## config.mk

```make
export PLATFORM = sky130hd
export DESIGN_NAME = imem_loader
export DESIGN_NICKNAME = d
export VERILOG_FILES = /design/src/rtl/imem_loader.sv
export SDC_FILE = /design/constraint.sdc
export NUM_CORES = 1
export LEC_CHECK = 0
export CAP_MARGIN = 20
export CORE_UTILIZATION = 51
export DETAILED_ROUTE_END_ITERATION = 7
export GPL_TIMING_DRIVEN = 0
export PLACE_DENSITY_LB_ADDON = 0.05
export SETUP_SLACK_MARGIN = 0.5
export SYNTH_ARGS = -nofsm -noshare
export SYNTH_HDL_FRONTEND = slang
export SYNTH_SLANG_ARGS = --single-unit
```

## constraint.sdc

```tcl
create_clock -name clk -period 2.5 [get_ports clk]
set_clock_uncertainty 0.2 [all_clocks]
set_input_delay 0.25 -clock clk [delete_from_list [all_inputs] [get_ports clk]]
set_output_delay 0.25 -clock clk [all_outputs]
set_load 0.005 [all_outputs]
```

## src/rtl/imem_loader.sv

```systemverilog
// -----------------------------------------------------------------------------
// imem_loader
//
// Writable instruction store for the single-cycle CPU fetch stage. A program
// arrives as a byte stream (high byte of each word first) over a valid/ready
// handshake and is assembled into DEPTH 16-bit words. The CPU is held in reset
// (cpu_hold) for the whole load. The fetch port is combinational and always
// live, including during a load.
//
// Optional feature: define IMEM_LOADER_CHECKSUM_EN to require a trailing XOR
// checksum byte after the last word. A mismatch parks the loader in an error
// state with load_err set and the CPU still held. Without the macro there is
// no checksum phase and load_err is tied low.
//
// Ports:
//   clk         system clock, rising edge
//   rst_n       asynchronous active-low reset (clears state and memory)
//   load_req    one-cycle request to start a load (RUN, or ERR with checksum)
//   byte_valid  byte_in carries a valid byte
//   byte_in     program byte, high byte of each word first
//   byte_ready  loader accepts a byte this cycle
//   pc_in       CPU byte address; word index = pc_in[AW:1], bit 0 ignored
//   instr_out   instruction at pc_in, 0000 when pc_in is beyond the store
//   cpu_hold    high in every state except RUN
//   load_done   one-cycle pulse when a load completes successfully
//   load_err    checksum failure flag
//   word_count  words written in the current or last load
// -----------------------------------------------------------------------------
module imem_loader #(
  parameter int DEPTH = 16,
  parameter int AW    = 4
) (
  input  logic          clk,
  input  logic          rst_n,
  input  logic          load_req,
  input  logic          byte_valid,
  input  logic [7:0]    byte_in,
  output logic          byte_ready,
  input  logic [15:0]   pc_in,
  output logic [15:0]   instr_out,
  output logic          cpu_hold,
  output logic          load_done,
  output logic          load_err,
  output logic [AW:0]   word_count
);

  typedef enum logic [2:0] {
    S_RUN,
    S_LOAD_HI,
    S_LOAD_LO,
    S_CHK,
    S_DONE,
    S_ERR
  } state_e;

  state_e        state_q, state_d;
  logic [AW-1:0] ptr_q, ptr_d;
  logic [AW:0]   word_count_q, word_count_d;
  logic [7:0]    hi_q, hi_d;
  logic          byte_ready_q, byte_ready_d;
  logic          cpu_hold_q, cpu_hold_d;
  logic          load_done_q, load_done_d;
`ifdef IMEM_LOADER_CHECKSUM_EN
  logic [7:0]    acc_q, acc_d;
  logic          load_err_q, load_err_d;
`endif

  logic          accept;
  logic          start;
  logic          mem_we;
  logic [15:0]   mem_q [DEPTH];

  // pc_in[0] selects a byte within a word; fetch is word-granular.
  logic          pc_lsb_unused;
  assign pc_lsb_unused = pc_in[0];

  assign accept = byte_valid & byte_ready_q;

`ifdef IMEM_LOADER_CHECKSUM_EN
  assign start = load_req & ((state_q == S_RUN) | (state_q == S_ERR));
`else
  assign start = load_req & (state_q == S_RUN);
`endif

  // ---------------------------------------------------------------------------
  // Next-state and datapath logic
  // ---------------------------------------------------------------------------
  always_comb begin
    // NOTE: every variable gets a default first so no path can infer a latch.
    state_d      = state_q;
    ptr_d        = ptr_q;
    word_count_d = word_count_q;
    hi_d         = hi_q;
    mem_we       = 1'b0;
`ifdef IMEM_LOADER_CHECKSUM_EN
    acc_d        = acc_q;
    load_err_d   = load_err_q;
`endif

    if (start) begin
      state_d      = S_LOAD_HI;
      ptr_d        = '0;
      word_count_d = '0;
`ifdef IMEM_LOADER_CHECKSUM_EN
      acc_d        = '0;
      load_err_d   = 1'b0;
`endif
    end else begin
      case (state_q)
        S_RUN: state_d = S_RUN;

        S_LOAD_HI: begin
          if (accept) begin
            hi_d    = byte_in;
            state_d = S_LOAD_LO;
`ifdef IMEM_LOADER_CHECKSUM_EN
            acc_d   = acc_q ^ byte_in;
`endif
          end
        end

        S_LOAD_LO: begin
          if (accept) begin
            mem_we       = 1'b1;
            ptr_d        = ptr_q + AW'(1);
            word_count_d = word_count_q + (AW+1)'(1);
`ifdef IMEM_LOADER_CHECKSUM_EN
            acc_d        = acc_q ^ byte_in;
`endif
            // The pointer wraps to 0 after the last word; word_count reaches
            // exactly DEPTH and stops there because no further word is taken.
            if (ptr_q == AW'(DEPTH - 1)) begin
`ifdef IMEM_LOADER_CHECKSUM_EN
              state_d = S_CHK;
`else
              state_d = S_DONE;
`endif
            end else begin
              state_d = S_LOAD_HI;
            end
          end
        end

`ifdef IMEM_LOADER_CHECKSUM_EN
        S_CHK: begin
          if (accept) begin
            if (byte_in == acc_q) begin
              state_d = S_DONE;
            end else begin
              state_d    = S_ERR;
              load_err_d = 1'b1;
            end
          end
        end

        // Only a new load_req (handled by start) or reset leaves ERR.
        S_ERR: state_d = S_ERR;
`endif

        S_DONE: state_d = S_RUN;

        default: state_d = S_RUN;
      endcase
    end

    // Outputs are registered: derive them from the state being entered.
    byte_ready_d = (state_d == S_LOAD_HI) | (state_d == S_LOAD_LO) |
                   (state_d == S_CHK);
    cpu_hold_d   = (state_d != S_RUN);
    load_done_d  = (state_d == S_DONE);
  end

  // ---------------------------------------------------------------------------
  // Control registers
  // ---------------------------------------------------------------------------
  always_ff @(posedge clk or negedge rst_n) begin
    if (!rst_n) begin
      state_q      <= S_RUN;
      ptr_q        <= '0;
      word_count_q <= '0;
      hi_q         <= '0;
      byte_ready_q <= 1'b0;
      cpu_hold_q   <= 1'b0;
      load_done_q  <= 1'b0;
`ifdef IMEM_LOADER_CHECKSUM_EN
      acc_q        <= '0;
      load_err_q   <= 1'b0;
`endif
    end else begin
      // NOTE: non-blocking assignments so every flop samples pre-edge values.
      state_q      <= state_d;
      ptr_q        <= ptr_d;
      word_count_q <= word_count_d;
      hi_q         <= hi_d;
      byte_ready_q <= byte_ready_d;
      cpu_hold_q   <= cpu_hold_d;
      load_done_q  <= load_done_d;
`ifdef IMEM_LOADER_CHECKSUM_EN
      acc_q        <= acc_d;
      load_err_q   <= load_err_d;
`endif
    end
  end

  // ---------------------------------------------------------------------------
  // Instruction store
  // ---------------------------------------------------------------------------
  // NOTE: the store is built from resettable flops, not a RAM macro, because
  // reset must return every word to 0000 (ADD r0,r0,r0) in one step.
  always_ff @(posedge clk or negedge rst_n) begin
    if (!rst_n) begin
      for (int i = 0; i < DEPTH; i++) begin
        mem_q[i] <= '0;
      end
    end else if (mem_we) begin
      mem_q[ptr_q] <= {hi_q, byte_in};
    end
  end

  // Fetch port: anything past the last word reads as 0000.
  assign instr_out  = (pc_in[15:AW+1] == '0) ? mem_q[pc_in[AW:1]] : 16'h0000;

  assign byte_ready = byte_ready_q;
  assign cpu_hold   = cpu_hold_q;
  assign load_done  = load_done_q;
  assign word_count = word_count_q;
`ifdef IMEM_LOADER_CHECKSUM_EN
  assign load_err   = load_err_q;
`else
  assign load_err   = 1'b0;
`endif

endmodule

```

## Word level (Yosys, flattened, before mapping)

Index checks and enable logic that the tools add are counted.

| word-level totals | value |
|---|---|
| register bits after elaboration | 279 |
| word-level logic and storage cells | 71 |
| output and inout bits | 25 |
| bits of input ports | 28 |

| operators by class | value |
|---|---|
| bitwise operators | 7 |
| multiplexer cells | 21 |
| equality and inequality tests | 7 |
| $add $sub $neg | 2 |
| reductions and logical operators | 8 |
| $lt $le $gt $ge | 3 |

Operator list:

| kind | count |
|---|---|
| 256-bit bitwise mux | 1 |
| 16-bit binary-select mux with 4-bit select | 1 |
| 16-bit demux with 4-bit select | 1 |
| 16-bit 2-to-1 mux | 4 |
| 5-bit 2-to-1 mux | 3 |
| 3-bit 2-to-1 mux | 4 |
| 4-bit 2-to-1 mux | 3 |
| 11-bit logical NOT | 1 |
| 5-bit >= comparator, second input constant | 2 |
| 4-bit NOT with 5-bit output | 2 |
| 3-bit by 2-bit == test with 1-bit output, second input constant | 3 |
| 3-bit by 1-bit == test with 1-bit output, second input constant | 2 |
| 3-bit one-hot mux with 2 select lines | 1 |
| 5-bit by 1-bit adder with 5-bit output, second input constant | 1 |
| 5-bit by 1-bit less-than comparator with 1-bit output, second input constant | 1 |
| 4-bit by 1-bit adder with 4-bit output, second input constant | 1 |
| 4-bit == test, second input constant | 1 |
| 2-bit nonzero test | 2 |
| 3-bit == test, second input constant | 1 |
| 3-bit logical NOT | 1 |
| 1-bit 2-to-1 mux | 3 |
| 3-bit AND reduction | 1 |
| 3-bit nonzero test | 1 |
| 1-bit bitwise AND | 2 |
| 4 further kinds | 5 |

## Depth between registers and ports, before layout

Gate-level depths: netlist (run 1).

| logic depth | value |
|---|---|
| word-level depth | 8 |
| gate-level depth with buffers | 7 |

## Worst setup path after synthesis (run 1)

Ideal clock, no wire load.

| path | value |
|---|---|
| kind | input to output |
| start | in pc_in[1] |
| end | out instr_out[10] |
| path slack | 536 ps |
| arrival time | 1514 ps |
| stages | 5 |
| cell sequence | buf_2 > buf_2 > mux4_2 > mux2i_1 > o22ai_1 |

| on the way | value |
|---|---|
| word-level cells in the longest chain between the ends | 5 |

RTL lines:

| element | line | text |
|---|---|---|
| from (decl) | 39 | `input logic [15:0] pc_in,` |
| 4-bit NOT with 5-bit output (implied by the code) | 221 | `assign instr_out = (pc_in[15:AW+1] == '0) ? mem_q[pc_in[AW:1]] : 16'h0000;` |
| 16-bit binary-select mux with 4-bit select | 221 |  |
| 16-bit 2-to-1 mux (implied by the code) (2 in series) | 221 |  |
| 16-bit 2-to-1 mux | 221 |  |
| to (decl) | 40 | `output logic [15:0] instr_out,` |

Every way passes these cells. The select of a mux whose other input is x is not followed.

## Final worst setup path (run 1)

| path | value |
|---|---|
| start | reg mem_q[33] in the netlist's numbering |
| end | out instr_out[1] |

| on the way | value |
|---|---|
| word-level cells in the longest chain between the ends | 4 |

RTL lines:

| element | line | text |
|---|---|---|
| from (decl) | 71 | `logic [15:0] mem_q [DEPTH];` |
| from (signal, indexed assignment) | 216 | `mem_q[ptr_q] <= {hi_q, byte_in};` |
| 16-bit binary-select mux with 4-bit select | 221 |  |
| 16-bit 2-to-1 mux (implied by the code) (2 in series) | 221 |  |
| 16-bit 2-to-1 mux | 221 |  |

Every way passes these cells. The select of a mux whose other input is x is not followed.

==> results of run 1 <==
Yosys cell counts (8+ instances only):
| master | count | share of area (%) |
|---|---|---|
| clkbuf_1 | 16 | 0.47 |
| mux2i_1 | 37 | 2.9 |
| buf_4 | 20 | 1.2 |
| mux2_4 | 9 | 1.1 |
| mux2_2 | 145 | 13 |
| mux4_2 | 64 | 11 |
| buf_2 | 9 | 0.35 |
| o22ai_1 | 16 | 0.78 |
| mux2_1 | 110 | 9.6 |
| buf_6 | 13 | 1.1 |
| nand2_1 | 8 | 0.23 |
| and3_1 | 18 | 0.88 |
| buf_1 | 12 | 0.35 |
| dfrtp_1 | 279 | 54 |
cell type report:
cell class | instances | area share [%]
flip-flops and latches | 279 | 39.14
multi-input cells | 449 | 36.90
well taps | 324 | 2.271
clock inverters | 10 | 0.7570
plain buffers | 72 | 4.619
clock buffers | 46 | 4.998
inverters | 3 | 0.06309
repair buffers | 158 | 11.26
per-layer routing:
| metal | up-vias | part of all wire, % | global-route usage [%] |
|---|---|---|---|
| met3 | 61 | 3.9 | 4.081 |
| met5 | - | 0 | 0 |
| met2 | 217 | 50 | 48.35 |
| li1 | 3376 | - | - |
| met4 | 0 | 2.6 | 8.019 |
| met1 | 4352 | 44 | 38.21 |
sequential cells by signal, indices dropped and copies added, names as in the netlist:
signal	flops
hi_q	8
ptr_q	4
byte_ready	1
mem_q	256
cpu_hold	1
state_q	3
load_done	1
word_count	5
report_power, final:
| group | total, W | internal, W | switching, W | leakage (nW) |
|---|---|---|---|---|
| logic | 0.00187 | 0.000971 | 0.000898 | 3.79 |
| clock network | 0.00457 | 0.00277 | 0.00180 | 0.508 |
| registers | 0.00538 | 0.00493 | 0.000455 | 3.84 |
| total | 0.0118 | 0.00867 | 0.00315 | 8.14 |
per-stage QoR:
stage	setup slack [ns]	total power [W]	TNS, ns	instance area (um^2)
after global placement	-10.01	0.006757	-2793.75	13720
after detailed placement	-0.6933	0.006864	-12.33	13780
after CTS	0.07277	0.01162	0	16890
after floorplan	0.5361	0.006167	0	12850
final	0.08057	0.01182	0	17850
after global routing	0.01617	0.01223	0	17850
kinds of logic (layout without fill, tap and decap cells):
family	after synthesis	after routing	share of synthesized area, %
AO/OA/AOI/OAI	25	25	1.198
buffers and inverters	75	289	3.837
flip-flops	279	279	54.35
adder cells (fa/ha/maj)	5	5	0.4870
multiplexers	365	365	37.51
other	1	1	0.02919
XOR/XNOR	2	2	0.1364
AND/OR/NAND/NOR	51	51	2.455
worst min path at each step:
stage | start | to | cells after the start
2_1_floorplan | rst_n | byte_ready$_DFF_PN0_ | 0
3_3_place_gp | mem_q[60]$_DFFE_PN0P_ | mem_q[60]$_DFFE_PN0P_ | 1
3_5_place_dp | rst_n | mem_q[108]$_DFFE_PN0P_ | 1
4_1_cts | rst_n | mem_q[164]$_DFFE_PN0P_ | 2
5_1_grt | rst_n | mem_q[108]$_DFFE_PN0P_ | 2
6_report | rst_n | mem_q[108]$_DFFE_PN0P_ | 2
what timing repair did:
item	4_1_cts	5_1_grt
setup endpoints to repair	218	258
buffers inserted	69	22
endpoints found under the hold margin	239	0
gates resized for setup	309	198
cloned	16	1
hold buffers	1	0
pin swaps	21	9
==> reports/qor.yml, run 1 <==
status: "completed"
cp_slowest_cell: "mux4_2"
core-area_um2: 24530
relSlewSlack_pct: 49.77
synth-edff-count: 0
grt_pass1_vias: 8885
fp.dieArea_um2: 25830
crit_chain: "mux4_2 -> mux2i_1 -> o22ai_2 -> buf_2"
instances_no_fill: 1341
fin_nets: 1027
crit_buf_inv: 1
max_freq_ghz: 0.4133
ys_types: 40
ys_ff_latch: 279
crit_start: "mem_q[33]$_DFFE_PN0P_"
antenna_left: 0
io_pins: 53
grt_overflow: 0
layout_common_cells: "276 x dfrtp_1, 221 x mux2_4, 64 x mux4_2, 43 x buf_6, 41 x buf_12"
path_class: "flip-flop to output pin"
drv_cap: 0
dp_cells: 1176
p_leak_nw: 8.143
worst-path-stages: 4
place.gp.congestion: 0.8258
cts_root_buffer: "clkbuf_16"
grt_pass1_wl_mm: 54.48
endpoint_kind: "output pin"
arrival_ns: 1.97
clk_latency_ns: 0.56
hp-class: "input pin to asynchronous set/reset pin"
ys_async_sr_fraction_pct: 100.0
clock-sinks: 279
ff_latch_area_um2: 6985
min_period_ns: 2.419
final.period_utilization_pct: 96.78
cts_buffers: 31
vias: 8006
cts_max_path_buffers: 3
synth-seq-area-share_pct: 54.35
route.detailed.drc: 0
syn_inst: 803
synth_area_per_cell_um2: 16.00
hold_ws_ns: 0.01186
fillers: 1483
rsz0062_at_grt: "yes"
htree_levels: 1
final_core_util_pct: 72.76
diodes: 0
worstMarginPinSlew_ns: 0.7534
drt_iter0_drc: 562
multi_input_area_um2: 6586
syn_area_um2: 12850
max_stage_delay_ns: 0.50
rr_endpoint: "mem_q[77]$_DFFE_PN0P_"
synth_warnings: 0
cts_tree: "done"
crit_fanout: 2
dp_hpwl_mm: 20.96
dr.pass1.iters: 5
cp_top_family: "multiplexers"
rows: 57
dieWidth_um: 160.7
slew_violations: 0
drive_above_1_share_pct: 60.77
start_util_pct: 52.36
ys.flop_type: "dfrtp_1"
grt_use_total_pct: 28.39
clk_pin_slew_ns: 0.06
hold_viol: 0
totalWireLength_mm: 36.34
ff2ff_setup_slack_ns: 0.36
ff2ff_path_depth: 8
worstReg2RegStart: "state_q[0]$_DFF_PN0_"
syn_to_final_growth_pct: 38.95
finalSetupViolations: 0
required_ns: 2.05
antenna_found_initial: 0
post_drt_via_cell_ratio: 5.970
crit_end: "instr_out[1]"
portBuffers: 47
syn-num-nets: 836
die_h_um: 160.7
wl_per_cell_um: 27.10
start_kind: "flip-flop"
grt_max_degree: 124
final_common_cell: "dfrtp_1"
powerDensity_nw_per_um2: 662.1
ir_drop_mv: 0.5604
Power figures use the tool's default switching activity.
==> run 2, diff against run 1 <==
--- a/config.mk
+++ b/config.mk
@@ -7,9 +7,11 @@
 export LEC_CHECK = 0
 export CAP_MARGIN = 20
 export CORE_UTILIZATION = 51
+export CTS_CLUSTER_SIZE = 28
 export DETAILED_ROUTE_END_ITERATION = 7
 export GPL_TIMING_DRIVEN = 0
 export PLACE_DENSITY_LB_ADDON = 0.05
+export REMOVE_ABC_BUFFERS = 1
 export SETUP_SLACK_MARGIN = 0.5
 export SYNTH_ARGS = -nofsm -noshare
 export SYNTH_HDL_FRONTEND = slang
==> run 2 against run 1 <==
Effect of this change: clock power is 3% lower; sequential power increased by 2%; first-iteration DRC count shrank 29%; final cell count is 6.1% lower; non-clock buffer count decreased by 88; highest routed layer unchanged; global-route usage fell by 2.2 points.
==> reports/qor.yml, run 2 (synthesis results as in run 1) <==
grt_pass1_vias: 8462  # -4.8%
final_common_cell: "dfrtp_1"
start_kind: "flip-flop"
wl_per_cell_um: 28.67  # +5.8%
drv_cap: 0  # unchanged
place.gp.congestion: 0.7214  # -13%
route.detailed.drc: 0  # unchanged
fin_nets: 943  # -8.2%
grt_overflow: 0  # unchanged
share_comb_of_total_power_pct: 14.1  # -1.7 points
portBuffers: 50  # +6.4%
clockPowerShare_pct: 38.3  # -0.3 points
ff2ff_path_depth: 6  # -2
setup_tns_ns: 0  # unchanged
dp_cells: 1128  # -4.1%
io_pins: 53  # unchanged
use_met1_pct: 35.32  # -2.9 points
start_util_pct: 52.36  # unchanged
rr_endpoint: "mem_q[212]$_DFFE_PN0P_"
slew_violations: 0  # unchanged
top_register: "mem_q"
crit_fanout: 2  # unchanged
dr.pass1.iters: 5  # unchanged
dieWidth_um: 160.7  # unchanged
rsz0062_at_grt: "yes"
met2_usage_pct: 44.35  # -4.0 points
cts_tree: "done"
worstReg2RegStart: "state_q[0]$_DFF_PN0_"
p_sw_w: 0.003029  # -3.9%
layout_common_cells: "276 x dfrtp_1, 231 x mux2_4, 64 x mux4_2, 39 x clkbuf_16, 28 x mux2_2"
clock-sinks: 279  # unchanged
cts_buffers: 31  # unchanged
syn_to_final_growth_pct: 31.95
power.share.switching_pct: 26.26  # -0.42 points
hold_viol: 0  # unchanged
largest_reg_flops: 256  # unchanged
sequentialPowerShare_pct: 47.5  # +1.9 points
clk_latency_ns: 0.55  # about the same
antenna_found_initial: 1  # +1
ff2ff_setup_slack_ns: 0.33  # -0.03 ns
arrival_ns: 1.89  # -0.08 ns
min_period_ns: 2.342  # -0.07744 ns
finalSetupViolations: 0  # unchanged
relSlewSlack_pct: 49.14  # -0.63 points
dp_hpwl_mm: 18.78  # -10%
totalWireLength_mm: 36.10  # -0.67%
drive_above_1_share_pct: 58.03  # -2.7 points
final.period_utilization_pct: 93.68  # -3.1 points
die_h_um: 160.7  # unchanged
vias: 7713  # -3.7%
required_ns: 2.05  # about the same
fp.dieArea_um2: 25830  # unchanged
core-area_um2: 24530  # unchanged
grt_use_total_pct: 26.14  # -2.2 points
p_leak_nw: 7.790  # -4.3%
post_drt_via_cell_ratio: 6.126  # +2.6%
path_class: "flip-flop to output pin"
endpoint_kind: "output pin"
instances_no_fill: 1259  # -6.1%
cts_root_buffer: "clkbuf_16"
drt_iter0_drc: 399  # -29%
clk_pin_slew_ns: 0.06  # about the same
antenna_left: 0  # unchanged
htree_levels: 1  # unchanged
grt_pass1_wl_mm: 50.80  # -6.8%
ir_drop_mv: 0.5905  # +5.4%
grt_max_degree: 100  # -19%
p_int_w: 0.008505  # -1.9%
status: "completed"
grt_most_used_layer: "met2"
max_freq_ghz: 0.4270  # +3.3%
gr-usage-met3_pct: 3.693  # -0.39 points
worstMarginPinSlew_ns: 0.7605  # +0.007066 ns
powerDensity_nw_per_um2: 680.4  # +2.8%
rows: 57  # unchanged
cts_max_path_buffers: 3  # unchanged
hp-class: "input pin to asynchronous set/reset pin"
run 2: changes by cell type in the layout (fill, tap and decap cells not counted), sizes merged:
| cell | delta |
|---|---|
| diode | +1 |
| clkdlybuf4s50 | -6 |
| clkinvlp | +1 |
| buf | -76 |
| and3 | +2 |
| clkbuf | -8 |
| bufinv | -2 |
| dlymetal6s2s | +6 |
| clkdlybuf4s15 | -2 |
| nor2 | +2 |
run 2: cell type report:
type / count / area [um^2]
antenna: 1 / 2.502
clock buffer: 48 / 909.6
clock inverter: 9 / 82.58
fill: 1596 / 7584
inverter: 3 / 11.26
multi-input combinational: 453 / 6574
sequential: 279 / 6985
tap: 324 / 405.4
timing repair buffer: 142 / 1979
run 2: repair_timing:
action / 4_1_cts / 5_1_grt
pin swaps: 25 / 11
endpoints found under the hold margin: 88 / 0
buffers inserted: 41 / 15
hold buffers: 1 / 0
endpoints found under the setup margin: 274 / 366
cloned: 7 / 9
resized for setup: 189 / 220
run 2: metrics by stage:
stage	util, %	setup slack (ns)	power (W)	hold slack, ns	area (um^2)
2_1_floorplan	-	0.2332	0.006045	-0.2456	12360
3_3_place_gp	54.09	-9.992	0.006542	0.2615	13270
3_5_place_dp	56.08	-0.8936	0.006671	0.1103	13760
4_1_cts	64.15	0.1501	0.01130	0.1232	15740
5_1_grt	69.08	0.1192	0.01198	0.07490	16950
6_report	69.09	0.1580	0.01153	0.02360	16950
run 2: routing by layer:
metal / share of wire, % / vias up
met3: 4.7 / 67
met1: 44 / 4230
met5: 0 / -
met2: 48 / 220
li1: - / 3196
met4: 2.8 / 0
run 2: power groups by stage:
| stage | combinational (W) | clock (W) | sequential (W) |
|---|---|---|---|
| global placement | 0.00112 | 0 | 0.00543 |
| finish | 0.00163 | 0.00442 | 0.00548 |
| floorplan | 0.000732 | 0 | 0.00531 |
| global route | 0.00174 | 0.00468 | 0.00556 |
| CTS | 0.00140 | 0.00448 | 0.00542 |
| detailed placement | 0.00118 | 0 | 0.00549 |
run 2: how the worst max path moves through the flow:
stage / slack [ns] / from / cells past startpoint / endpoint
floorplan: 0.23 / state_q[0]$_DFF_PN0_ / 4 / mem_q[0]$_DFFE_PN0P_
CTS: 0.15 / mem_q[9]$_DFFE_PN0P_ / 4 / instr_out[9]
global placement: -9.99 / rst_n / 1 / mem_q[33]$_DFFE_PN0P_
global route: 0.12 / mem_q[123]$_DFFE_PN0P_ / 4 / instr_out[11]
finish: 0.16 / mem_q[123]$_DFFE_PN0P_ / 4 / instr_out[11]
detailed placement: -0.89 / pc_in[5] / 6 / instr_out[11]
run 2: critical path, cell delays in order (launching register included):
cell     delay [ns]
dfrtp_1        0.41
mux4_2         0.49
mux2i_2        0.21
o22ai_4        0.10
buf_2          0.14
==> run 3, diff against run 2 <==
==> constraint.sdc (replaced) <==
create_clock -name clk -period 2.5 [get_ports clk]
set_clock_uncertainty 0.2 [all_clocks]
set_input_delay 0.625 -clock clk [delete_from_list [all_inputs] [get_ports clk]]
set_output_delay 0.625 -clock clk [all_outputs]
set_load 0.005 [all_outputs]
==> run 3 against run 2 <==
Effect of this change: the run now ends with hold timing, setup timing left; power rose by 0.89%; first-iteration DRC count rose by 23%; critical path depth rose by 3; sequential share of layout area fell by 0.25 points; critical endpoint is now instr_out[1]; largest cell class unchanged; highest routed layer unchanged.
==> reports/qor.yml, run 3 (synthesis results as in run 1) <==
crit_chain: "buf_16 -> buf_12 -> buf_16 -> mux4_2 -> mux2i_1 -> o22ai_2 -> buf_2"
fin_nets: 948  # +0.53%
grt_max_degree: 100  # unchanged
status: "finished, violations left"
hold_viol: 88  # +88
start_util_pct: 52.36  # unchanged
endpoint_kind: "output pin"
fp.dieArea_um2: 25830  # unchanged
setup_ws_ns: -0.3027  # -0.4608 ns
rows: 57  # unchanged
die_h_um: 160.7  # unchanged
drive_above_1_share_pct: 57.72  # -0.31 points
antenna_found_initial: 0  # -1
hp-class: "input pin to asynchronous set/reset pin"
ff2ff_setup_slack_ns: 0.43  # +0.10 ns
dp_hpwl_mm: 18.78  # unchanged
crit_start: "pc_in[1]"
diodes: 0  # -1
antenna_left: 0  # unchanged
dieWidth_um: 160.7  # unchanged
clk_pin_slew_ns: 0.06  # about the same
largest_reg_flops: 256  # unchanged
rr_endpoint: "mem_q[69]$_DFFE_PN0P_"
worstMarginPinSlew_ns: 0.7694  # +0.008998 ns
totalWireLength_mm: 36.97  # +2.4%
rsz0062_at_grt: "yes"
top_register: "mem_q"
ff_latch_area_um2: 6984  # about the same
placed_area_um2: 13760  # unchanged
io_pins: 53  # unchanged
setup_tns_ns: -3.673  # -3.673 ns
crit_end: "instr_out[1]"
clk_latency_ns: 0.56  # about the same
ff2ff_path_depth: 8  # +2
cts_tree: "done"
htree_levels: 1  # unchanged
arrival_ns: 1.98  # +0.09 ns
worstReg2RegStart: "byte_ready$_DFF_PN0_"
total_power_w: 0.01164  # +0.89%
drv_cap: 0  # unchanged
fillers: 1594  # -0.13%
cp_common_cell: "buf_16"
cp_slowest_cell: "mux4_2"
cts_buffers: 31  # unchanged
place.gp.congestion: 0.7214  # unchanged
relSlewSlack_pct: 48.54  # -0.60 points
ir_drop_mv: 0.5879  # -0.45%
route.detailed.drc: 0  # unchanged
design_area_um2: 17050  # +0.58%
slew_violations: 0  # unchanged
required_ns: 1.67  # -0.38 ns
grt_pass1_wl_mm: 51.96  # +2.3%
core-area_um2: 24530  # unchanged
dr.pass1.iters: 4  # -1
finalSetupViolations: 16  # +16
p_leak_nw: 7.896  # +1.4%
layout_common_cells: "277 x dfrtp_1, 243 x mux2_4, 64 x mux4_2, 41 x clkbuf_16, 31 x mux2i_1"
vias: 7812  # +1.3%
portBuffers: 50  # unchanged
max_freq_ghz: 0.3568  # -16%
hold_ws_ns: -0.1401  # -0.1637 ns
syn_to_final_growth_pct: 32.72
post_drt_via_cell_ratio: 6.185  # +0.96%
grt_overflow: 0  # unchanged
clock-sinks: 279  # unchanged
path_class: "input pin to output pin"
max_stage_delay_ns: 0.51  # +0.02 ns
final_common_cell: "dfrtp_1"
grt_use_total_pct: 26.81  # +0.66 points
violations: "hold timing, setup timing"
grt_pass1_vias: 8576  # +1.3%
multi_input_area_um2: 6509  # -0.99%
final.period_utilization_pct: 112.1  # +18 points
cts_max_path_buffers: 3  # unchanged
min_period_ns: 2.803  # +0.4608 ns
crit_fanout: 6  # +4
cts_root_buffer: "clkbuf_16"
wl_per_cell_um: 29.27  # +2.1%
drt_iter0_drc: 491  # +23%
start_kind: "input pin"
dp_slack_ns: -1.644  # -0.7500 ns
powerDensity_nw_per_um2: 682.5  # +0.31%
[run 3: changes by cell type in the layout (fill, tap and decap cells not counted), sizes merged, moves of 3 or more]
| cell | previous run | this run |
|---|---|---|
| dlymetal6s2s | 6 | 0 |
| clkbuf | 56 | 61 |
| clkdlybuf4s50 | 24 | 9 |
| clkdlybuf4s15 | 0 | 8 |
| dlygate4sd2 | 0 | 3 |
| buf | 103 | 115 |
[run 3: worst min-delay path by stage]
stage                     slack [ns]                     end              startpoint  depth (start not counted)
after global routing            -0.1    mem_q[6]$_DFFE_PN0P_                   rst_n                          1
after floorplan                 0.13    byte_ready$_DFF_PN0_                   rst_n                          0
after detailed placement        0.27  mem_q[153]$_DFFE_PN0P_  mem_q[153]$_DFFE_PN0P_                          1
final                          -0.14   mem_q[86]$_DFFE_PN0P_                   rst_n                          1
after CTS                       -0.1   mem_q[70]$_DFFE_PN0P_                   rst_n                          1
after global placement          0.26  mem_q[133]$_DFFE_PN0P_  mem_q[133]$_DFFE_PN0P_                          1
[run 3: where the power goes]
part	internal [W]	switching (W)
registers	0.00492	0.000552
clock network	0.00260	0.00184
logic	0.00104	0.000680
[run 3: what timing repair did]
action | CTS | global route
cloned | 12 | 10
resized for setup | 285 | 194
pin swaps | 32 | 8
buffers inserted | 46 | 10
hold endpoints to repair | 88 | 88
setup endpoints to repair | 284 | 272
[run 3: per-stage QoR]
step,instances,util [%]
2_1_floorplan,731,-
3_3_place_gp,1105,54.09
3_5_place_dp,1128,56.08
4_1_cts,1243,65.31
5_1_grt,1263,69.49
6_report,1263,69.49
[run 3: worst max-delay path, delay by kind of cell]
family,cells,cell delay (ns)
mux,2,0.70
buf+inv,4,0.55
compound gates,1,0.09
[run 3: routing by layer]
layer / track usage (%) / vias up / part of all wire [%]
met5: 0 / - / 0
met4: 7.890 / 0 / 2.5
met3: 3.951 / 63 / 5.5
met2: 44.39 / 256 / 49
met1: 36.98 / 4293 / 43
li1: - / 3200 / -
[run 3: final cells by class]
cell class,instances,share of cell area (%)
Clock inverter,9,0.4844
Timing Repair Buffer,149,12.59
Inverter,3,0.06605
Sequential cell,279,40.97
Multi-Input combinational cell,451,38.18
Clock buffer,48,5.335
Tap cell,324,2.378
